$ cat config.mk
export PLATFORM = sky130hd
export DESIGN_NAME = ask_demodulator
export DESIGN_NICKNAME = d
export VERILOG_FILES = /design/src/rtl/ask_demodulator.sv
export SDC_FILE = /design/constraint.sdc
export NUM_CORES = 1
export LEC_CHECK = 0
export CELL_PAD_IN_SITES_DETAIL_PLACEMENT = 2
export CELL_PAD_IN_SITES_GLOBAL_PLACEMENT = 2
export CORE_ASPECT_RATIO = 1.5
export CORE_UTILIZATION = 36
export DETAILED_ROUTE_END_ITERATION = 6
export PLACE_DENSITY = 0.81
export SLEW_MARGIN = 10
export SYNTH_ARGS = -nofsm -noshare
export SYNTH_HDL_FRONTEND = slang
export SYNTH_SLANG_ARGS = --single-unit
$ cat constraint.sdc
create_clock -name clk -period 2 [get_ports clk]
set_input_delay 0.4 -clock clk [delete_from_list [all_inputs] [get_ports clk]]
set_output_delay 0.4 -clock clk [all_outputs]
set_load 0.005 [all_outputs]
$ cat src/rtl/ask_demodulator.sv
// ASK demodulator: counts rx_in transitions per fixed-length bit window.
// Windows with at least EDGE_MIN edges decode as carrier-on (1), otherwise 0.
// Frame layout: one start window (must be 1), WORD_BITS data windows sent
// LSB first, and one stop window (must be 0).
// Output semantics: word_valid and frame_err are single-cycle pulses with no
// back-pressure. word_out changes only in the cycle word_valid is high and
// holds its value until the next good frame.
module ask_demodulator #(
    parameter int BIT_CYCLES = 64,
    parameter int EDGE_MIN   = 8,
    parameter int WORD_BITS  = 10
) (
    input  logic                 clk,
    input  logic                 rst,
    input  logic                 rx_in,
    output logic [WORD_BITS-1:0] word_out,
    output logic                 word_valid,
    output logic                 frame_err,
    output logic                 busy,
    output logic [1:0]           o_dbg_state
);
    localparam int CW = $clog2(BIT_CYCLES);
    localparam int EW = $clog2(BIT_CYCLES + 1);
    localparam int BW = $clog2(WORD_BITS + 1);
    localparam logic [CW-1:0] WIN_LAST = CW'(BIT_CYCLES - 1);
    localparam logic [EW-1:0] EDGE_THR = EW'(EDGE_MIN);
    localparam logic [EW-1:0] EDGE_SAT = '1;
    localparam logic [BW-1:0] BIT_LAST = BW'(WORD_BITS - 1);

    typedef enum logic [1:0] {
        S_IDLE  = 2'd0,
        S_START = 2'd1,
        S_DATA  = 2'd2,
        S_STOP  = 2'd3
    } state_t;

    state_t               r_state;
    state_t               w_next_state;
    logic                 r_sync1;
    logic                 r_sync2;
    logic                 r_prev;
    logic [CW-1:0]        r_win_cnt;
    logic [EW-1:0]        r_edge_cnt;
    logic [BW-1:0]        r_bit_cnt;
    logic [WORD_BITS-1:0] r_shift;
    logic [WORD_BITS-1:0] r_word;
    logic                 r_word_valid;
    logic                 r_frame_err;
    logic                 w_edge;
    logic                 w_win_last;
    logic [EW-1:0]        w_edge_total;
    logic                 w_bit_on;

    assign word_out    = r_word;
    assign word_valid  = r_word_valid;
    assign frame_err   = r_frame_err;
    assign busy        = (r_state != S_IDLE);
    assign o_dbg_state = r_state;

    // Two-flop synchronizer plus one history flop for edge detection.
    always_ff @(posedge clk) begin
        if (rst) begin
            r_sync1 <= 1'b0;
            r_sync2 <= 1'b0;
            r_prev  <= 1'b0;
        end else begin
            r_sync1 <= rx_in;
            r_sync2 <= r_sync1;
            r_prev  <= r_sync2;
        end
    end

    // Edge detect and the window's edge total including this cycle's edge.
    always_comb begin
        w_edge       = r_sync2 ^ r_prev;
        w_win_last   = (r_win_cnt == WIN_LAST);
        w_edge_total = r_edge_cnt;
        if (w_edge && (r_edge_cnt != EDGE_SAT)) begin
            w_edge_total = r_edge_cnt + EW'(1);
        end
        w_bit_on = (w_edge_total >= EDGE_THR);
    end

    // Next-state logic: all transitions out of framing states happen on the
    // last cycle of a window.
    always_comb begin
        w_next_state = r_state;
        case (r_state)
            S_IDLE: begin
                if (w_edge) w_next_state = S_START;
            end
            S_START: begin
                if (w_win_last) w_next_state = w_bit_on ? S_DATA : S_IDLE;
            end
            S_DATA: begin
                if (w_win_last && (r_bit_cnt == BIT_LAST)) w_next_state = S_STOP;
            end
            S_STOP: begin
                if (w_win_last) w_next_state = S_IDLE;
            end
            default: w_next_state = S_IDLE;
        endcase
    end

    // State register.
    always_ff @(posedge clk) begin
        if (rst) r_state <= S_IDLE;
        else     r_state <= w_next_state;
    end

    // Window/edge/bit counters, shift register and output pulses.
    always_ff @(posedge clk) begin
        if (rst) begin
            r_win_cnt    <= '0;
            r_edge_cnt   <= '0;
            r_bit_cnt    <= '0;
            r_shift      <= '0;
            r_word       <= '0;
            r_word_valid <= 1'b0;
            r_frame_err  <= 1'b0;
        end else begin
            r_word_valid <= 1'b0;
            r_frame_err  <= 1'b0;
            if (r_state == S_IDLE) begin
                // The detecting cycle is window cycle 0 and counts as edge 1.
                r_win_cnt  <= w_edge ? CW'(1) : '0;
                r_edge_cnt <= w_edge ? EW'(1) : '0;
                r_bit_cnt  <= '0;
                r_shift    <= '0;
            end else begin
                if (w_win_last) begin
                    r_win_cnt  <= '0;
                    r_edge_cnt <= '0;
                end else begin
                    r_win_cnt  <= r_win_cnt + CW'(1);
                    r_edge_cnt <= w_edge_total;
                end
                if ((r_state == S_DATA) && w_win_last) begin
                    r_shift   <= {w_bit_on, r_shift[WORD_BITS-1:1]};
                    r_bit_cnt <= r_bit_cnt + BW'(1);
                end
                if ((r_state == S_STOP) && w_win_last) begin
                    if (!w_bit_on) begin
                        r_word       <= r_shift;
                        r_word_valid <= 1'b1;
                    end else begin
                        r_frame_err  <= 1'b1;
                    end
                end
            end
        end
    end

endmodule

==> impl_metrics.toml, run 1 <==
[floorplan]
design.die.area_um2 = 5605
die_h_um = 91.20
die_w_um = 61.46
top_level_ports = 18
initial_util_pct = 37.26
placementRows = 32
fp.coreArea_um2 = 5125

[setup_path]
timing.reg2reg.setup_slack_ns = 0.18
critical_path_source_type = "register"
timing.critical_path.fanout_max = 7
critical_path.endpoint_type = "primary output"
worstPathRequired_ns = 1.60
ff2ff_path_depth = 6
critical_path_class = "reg -> out"
r2r-end = "word_out[7]$_SDFFE_PP0P_"
worstReg2RegStart = "r_win_cnt[0]$_SDFF_PP0_"
cp_data_arrival_time_ns = 1.47

[worst_hold_path]
timing.hold.worst.start = "r_sync1$_SDFF_PP0_"
hold_depth = 1
min-delay-path-class = "reg -> reg"
hold-path-endpoint = "r_sync2$_SDFF_PP0_"

[clocking]
cts_buffers = 5
htree_num_levels = 2
tritoncts = "built"
tritoncts_num_sinks = 44
worstSkewPairLatency_ns = 0.30
ctsLongestPathBuffers = 2
worst_setup_hold_path_clk_slew_ns = 0.09
hold_buffers = 0
cell_chosen_for_the_clock_root = "sky130_fd_sc_hd__clkbuf_8"

[synth]
synth.largest_area_cell = "sky130_fd_sc_hd__dfxtp_1"
postSynthCellCount = 192
synth_sequential_area_ratio_pct = 46.13
ys_top_cells_by_area = "sky130_fd_sc_hd__dfxtp_1, sky130_fd_sc_hd__mux2i_1, sky130_fd_sc_hd__nand2b_1"
yosysWarnings = 0
postSynthAreaPerCell_um2 = 9.944
async_reset_ff_share_pct = 0
synth.top_cell.area_share_pct = 46.13
synthesis.nets = 199
synth-edff-count = 0
postSynthRegisterBits = 44
ys_types = 40
post_synth_instance_area_um2 = 1909
synth-main-ff-cell = "sky130_fd_sc_hd__dfxtp_1"

[sta]
report.final.hold_viol_count = 0
timing.final.max_slew_violations = 0
timing.final.setup_violations = 0
fmax_ghz = 0.5349
worst_slew_pin_slew_ns = 0.4457
grt_setup_unrepaired = "no"
fin_crit_sh_pct = 93.47
final.min_clock_period_ns = 1.869
fin_skew_ns = 0.01102
totalNegativeSetupSlack_ns = 0
timing.slew.headroom_pct = 69.97

[status]
run_status = "finished clean"

[flow_run]
max_cap_violations = 0

[cells_and_area]
utilization_pct = 44.58
layout-area-overhead-vs-synth_pct = 19.66
final_nets = 220
layout-drive-gt1-share_pct = 8.879
layout.filler_cells = 591
n_diodes = 0

[detailed_routing]
wire_per_inst_um = 16.41
met2RoutedLength_mm = 2.679
drt_iter0_drc = 19
drt_pass1_iterations = 3
met3RoutedLength_um = 102
wl_mm = 4.629
wl_met1_mm = 1.788
highest-signal-layer = "met4"
detail_route.drc_violations = 0
ant_nets = 0
vias = 1439
vias_per_cell = 5.103

[grt]
overflow = 0
grt_use_total_pct = 18.72
first_global_vias = 1597
grt_start_max_net_pins = 30
grt_pass1_wl_mm = 7.603
antenna_found_initial = 0

[placed_design]
dp_hpwl_mm = 3.515
routability_congestion_estimate_from_global_placement = 0.7578
port_buffers = 17

[power_and_ir_drop]
power.total_mw = 1.622
power_density_nw_per_um2 = 710.0
static-leakage-power_nw = 0.7981
peak_vdd_ir_mv = 0.3744
==> kinds of logic (layout without fill, tap and decap cells) <==
logic type	count (synthesis)	count (layout)	synth area share, %
flip-flops	44	44	46.13
buffers and inverters	14	36	3.604
adder cells (fa/ha/maj)	4	4	2.621
XOR/XNOR	9	9	4.129
multiplexers	22	22	11.53
AND/OR/NAND/NOR	85	85	26.02
AO/OA/AOI/OAI	14	14	5.963
==> flip-flops by register name (all words and copies together), names as in the netlist, named ones only <==
signal	count
o_dbg_state	1
r_shift	10
r_prev	1
r_win_cnt	6
r_edge_cnt	7
r_bit_cnt	4
r_sync2	1
word_valid	1
word_out	10
frame_err	1
r_sync1	1
==> synthesized netlist by cell type (2+ instances only) <==
cell and number:
sky130_fd_sc_hd__a31oi_1 2, sky130_fd_sc_hd__nor2_1 26, sky130_fd_sc_hd__a21oi_1 3, sky130_fd_sc_hd__or3_1 3, sky130_fd_sc_hd__xnor2_1 6, sky130_fd_sc_hd__ha_1 4
sky130_fd_sc_hd__and4_1 2, sky130_fd_sc_hd__clkbuf_1 5, sky130_fd_sc_hd__o211ai_1 2, sky130_fd_sc_hd__nand2b_1 21, sky130_fd_sc_hd__buf_4 2, sky130_fd_sc_hd__nand3_1 4
sky130_fd_sc_hd__a211oi_1 3, sky130_fd_sc_hd__nor4_1 3, sky130_fd_sc_hd__and3_1 3, sky130_fd_sc_hd__inv_1 5, sky130_fd_sc_hd__nor2b_1 3, sky130_fd_sc_hd__nand2_1 7
sky130_fd_sc_hd__mux2i_1 22, sky130_fd_sc_hd__dfxtp_1 44, sky130_fd_sc_hd__xor2_1 3
==> metrics by stage <==
step	hold WS [ns]	cells	instance area, um^2	worst slack (ns)
final	0.4545	282	2285	0.1306
after floorplan	0.4138	192	1909	0.3701
after global placement	0.4241	274	2160	0.2166
after global routing	0.4679	282	2285	0.01902
after CTS	0.4593	282	2271	0.03693
after detailed placement	0.4387	274	2160	0.07947
==> worst max-delay path by stage <==
stage	start	end	slack, ns	depth (start not counted)
finish	register	busy	0.13	3
CTS	r_win_cnt[0]$_SDFF_PP0_	word_out[7]$_SDFFE_PP0P_	0.04	6
detailed placement	r_win_cnt[0]$_SDFF_PP0_	word_out[7]$_SDFFE_PP0P_	0.08	6
floorplan	r_win_cnt[0]$_SDFF_PP0_	word_out[0]$_SDFFE_PP0P_	0.37	6
global route	register	busy	0.02	3
global placement	r_win_cnt[0]$_SDFF_PP0_	word_out[7]$_SDFFE_PP0P_	0.22	6
==> final cells by class <==
class | instances | area [um^2] | area share [%]
clock buffer | 5 | 68.82 | 3.012
clock inverter | 3 | 42.54 | 1.862
inverter | 5 | 18.77 | 0.8215
multi-input combinational | 134 | 968.4 | 42.39
sequential | 44 | 882.1 | 38.61
tap | 68 | 85.08 | 3.724
timing repair buffer | 23 | 219.0 | 9.584
==> worst max-delay path, cell delays in order (launching register included) <==
cell and delay [ns]:
sky130_fd_sc_hd__dfxtp_2 0.37, sky130_fd_sc_hd__nor2_1 0.24, sky130_fd_sc_hd__inv_1 0.10, sky130_fd_sc_hd__clkdlybuf4s50_1 0.45
==> per-layer routing <==
layer	vias to the layer above	global-route usage, %
met5	-	0
met4	0	6.111
met3	6	4.274
met2	18	35.51
met1	717	18.82
li1	698	-
==> cell usage in the layout (no fill, tap or decap), drive strengths merged, types with 2 or more instances in the layout <==
cell	instances
and3	3
a21oi	3
mux2i	22
nor2	26
inv	5
buf	6
nand2	7
nand2b	21
clkdlybuf4s50	17
o211ai	2
dfxtp	44
a31oi	2
or2	2
or3	3
clkbuf	5
nand4	2
xnor2	6
xor2	3
and4	2
nor4	3
ha	4
nand3	4
nor2b	3
a211oi	3
==> power by group <==
part | total (mW) | internal [mW] | switching [mW]
Sequential | 0.889 | 0.883 | 0.00648
Clock | 0.670 | 0.369 | 0.300
Combinational | 0.0634 | 0.0303 | 0.0330
==> repair_timing <==
item | in CTS | in global routing
endpoints found under the setup margin | 0 | 7
resized for setup | 0 | 3
buffers inserted | 0 | 0
No activity file was read; power rests on OpenSTA's default activity.
==> run 2: changes to the inputs <==
Settings changed: GPL_TIMING_DRIVEN set to 0, HOLD_SLACK_MARGIN set to 0.02.
==> impl_metrics.toml, run 2 (synthesis results as in run 1) <==
[clocking]
cell_chosen_for_the_clock_root = "sky130_fd_sc_hd__clkbuf_8"
worstSkewPairLatency_ns = 0.29
ctsLongestPathBuffers = 2
hold_buffers = 0
postCtsSetupRepairBufs = 0
tritoncts = "built"
tritoncts_num_sinks = 44
worst_setup_hold_path_clk_slew_ns = 0.08
htree_num_levels = 2
cts_buffers = 5

[cells_and_area]
n_diodes = 0
layout.cells.most_common = "sky130_fd_sc_hd__dfxtp_1"
utilization_pct = 44.46
layout-drive-gt1-share_pct = 7.798
most-common-layout-cells = "sky130_fd_sc_hd__dfxtp_1, sky130_fd_sc_hd__nor2_1, sky130_fd_sc_hd__mux2i_1, sky130_fd_sc_hd__nand2b_1, sky130_fd_sc_hd__clkdlybuf4s50_1"
layout.filler_cells = 579
final_cells = 286
final_nets = 224
layout-area-overhead-vs-synth_pct = 19.33

[sta]
timing.final.max_slew_violations = 0
fin_crit_sh_pct = 94.46
worst_slew_pin_slew_ns = 0.4480
fin_skew_ns = 0.001937
timing.slew.headroom_pct = 70.13
fmax_ghz = 0.5293
report.final.hold_viol_count = 0
final.min_clock_period_ns = 1.889
timing.final.setup_violations = 0
post-route-worst-setup-slack_ns = 0.1107
grt_setup_unrepaired = "no"

[floorplan]
initial_util_pct = 37.26
design.die.area_um2 = 5605
top_level_ports = 18
placementRows = 32
die_w_um = 61.46
die_h_um = 91.20
fp.coreArea_um2 = 5125

[setup_path]
critical_path_class = "reg -> out"
timing.reg2reg.setup_slack_ns = 0.19
cp_cell_sequence = "nor2_2 -> inv_1 -> clkdlybuf4s50_1"
worstPathRequired_ns = 1.60
timing.critical_path.fanout_max = 7
worstReg2RegStart = "r_win_cnt[0]$_SDFF_PP0_"
ff2ff_path_depth = 6
critical-path-slowest-cell = "sky130_fd_sc_hd__clkdlybuf4s50_1"
r2r-end = "r_edge_cnt[3]$_SDFF_PP0_"
critical_path.endpoint_type = "primary output"
path_buf_inv = 2
timing.critical_path.max_delay_family = "buffers and inverters"
max_stage_delay_ns = 0.51
critical_path_source_type = "register"
cp_data_arrival_time_ns = 1.49

[detailed_routing]
ant_nets = 0
met2RoutedLength_mm = 2.735
drt_pass1_iterations = 3
vias = 1451
wl_met1_mm = 1.836
drt_iter0_drc = 23
highest-signal-layer = "met4"
detail_route.drc_violations = 0
vias_per_cell = 5.073
wire_per_inst_um = 16.55
met3RoutedLength_um = 89
wl_mm = 4.734

[grt]
antenna_found_initial = 0
grt_use_total_pct = 19.40
grt_start_max_net_pins = 13
overflow = 0
first_global_vias = 1629
grt_pass1_wl_mm = 7.976

[placed_design]
place_ws_ns = -0.06158
port_buffers = 17
dp_cells = 277
dp_hpwl_mm = 3.578
routability_congestion_estimate_from_global_placement = 0.7645

[power_and_ir_drop]
power_density_nw_per_um2 = 668.7
static-leakage-power_nw = 0.7894
peak_vdd_ir_mv = 0.3014

[worst_hold_path]
timing.hold.worst.start = "r_sync1$_SDFF_PP0_"
hold_depth = 1
hold-path-endpoint = "r_sync2$_SDFF_PP0_"
min-delay-path-class = "reg -> reg"

[flow_run]
max_cap_violations = 0

[status]
run_status = "finished clean"
-- run 2: timing repair --
item,CTS,global route
resized for setup,1,5
pin swaps,0,2
endpoints found under the setup margin,1,14
cloned,0,1
-- run 2: layout make-up --
class                           count  area, um^2  area share [%]
Buffer                              9       53.80           2.361
Clock buffer                        8       90.09           3.954
Inverter                            5       18.77          0.8237
Tap cell                           68       85.08           3.734
Timing Repair Buffer               18       177.7           7.798
Sequential cell                    44       880.8           38.66
Multi-Input combinational cell    134       972.2           42.67
-- run 2: layer usage --
metal	global-route usage (%)	vias to the layer above
li1	-	705
met1	20.91	722
met2	35.60	20
met3	3.846	4
met4	6.667	0
met5	0	-
-- run 2: through the flow --
step | cell area [um^2] | hold slack [ns] | setup TNS [ns] | total power [mW]
floorplan | 1909 | 0.4138 | 0 | 0.9471
global placement | 2165 | 0.4211 | -0.05950 | 0.9688
detailed placement | 2165 | 0.4406 | -0.5950 | 0.9729
CTS | 2263 | 0.4590 | 0 | 1.556
global route | 2278 | 0.4730 | 0 | 1.598
finish | 2278 | 0.4534 | 0 | 1.524
-- run 2: worst max-delay path by stage --
stage,end,slack [ns],depth (start not counted)
floorplan,word_out[0]$_SDFFE_PP0P_,0.37,6
global placement,r_edge_cnt[3]$_SDFF_PP0_,-0.02,6
detailed placement,r_shift[7]$_SDFFE_PP0P_,-0.06,5
CTS,word_out[7]$_SDFFE_PP0P_,0.05,6
global route,busy,0.02,3
finish,busy,0.11,3
-- run 2: worst reg2reg max path, cell delays in order, from the launching register on --
cell,delay [ns]
sky130_fd_sc_hd__dfxtp_1,0.35
sky130_fd_sc_hd__ha_1,0.21
sky130_fd_sc_hd__nand3_1,0.22
sky130_fd_sc_hd__nor2_1,0.35
sky130_fd_sc_hd__or2_1,0.16
sky130_fd_sc_hd__buf_2,0.22
sky130_fd_sc_hd__and3b_1,0.20
-- run 2: report_power, final --
group / internal [mW] / switching (mW) / total (mW)
registers: 0.882 / 0.00764 / 0.890
clock network: 0.282 / 0.289 / 0.571
logic: 0.0290 / 0.0331 / 0.0621
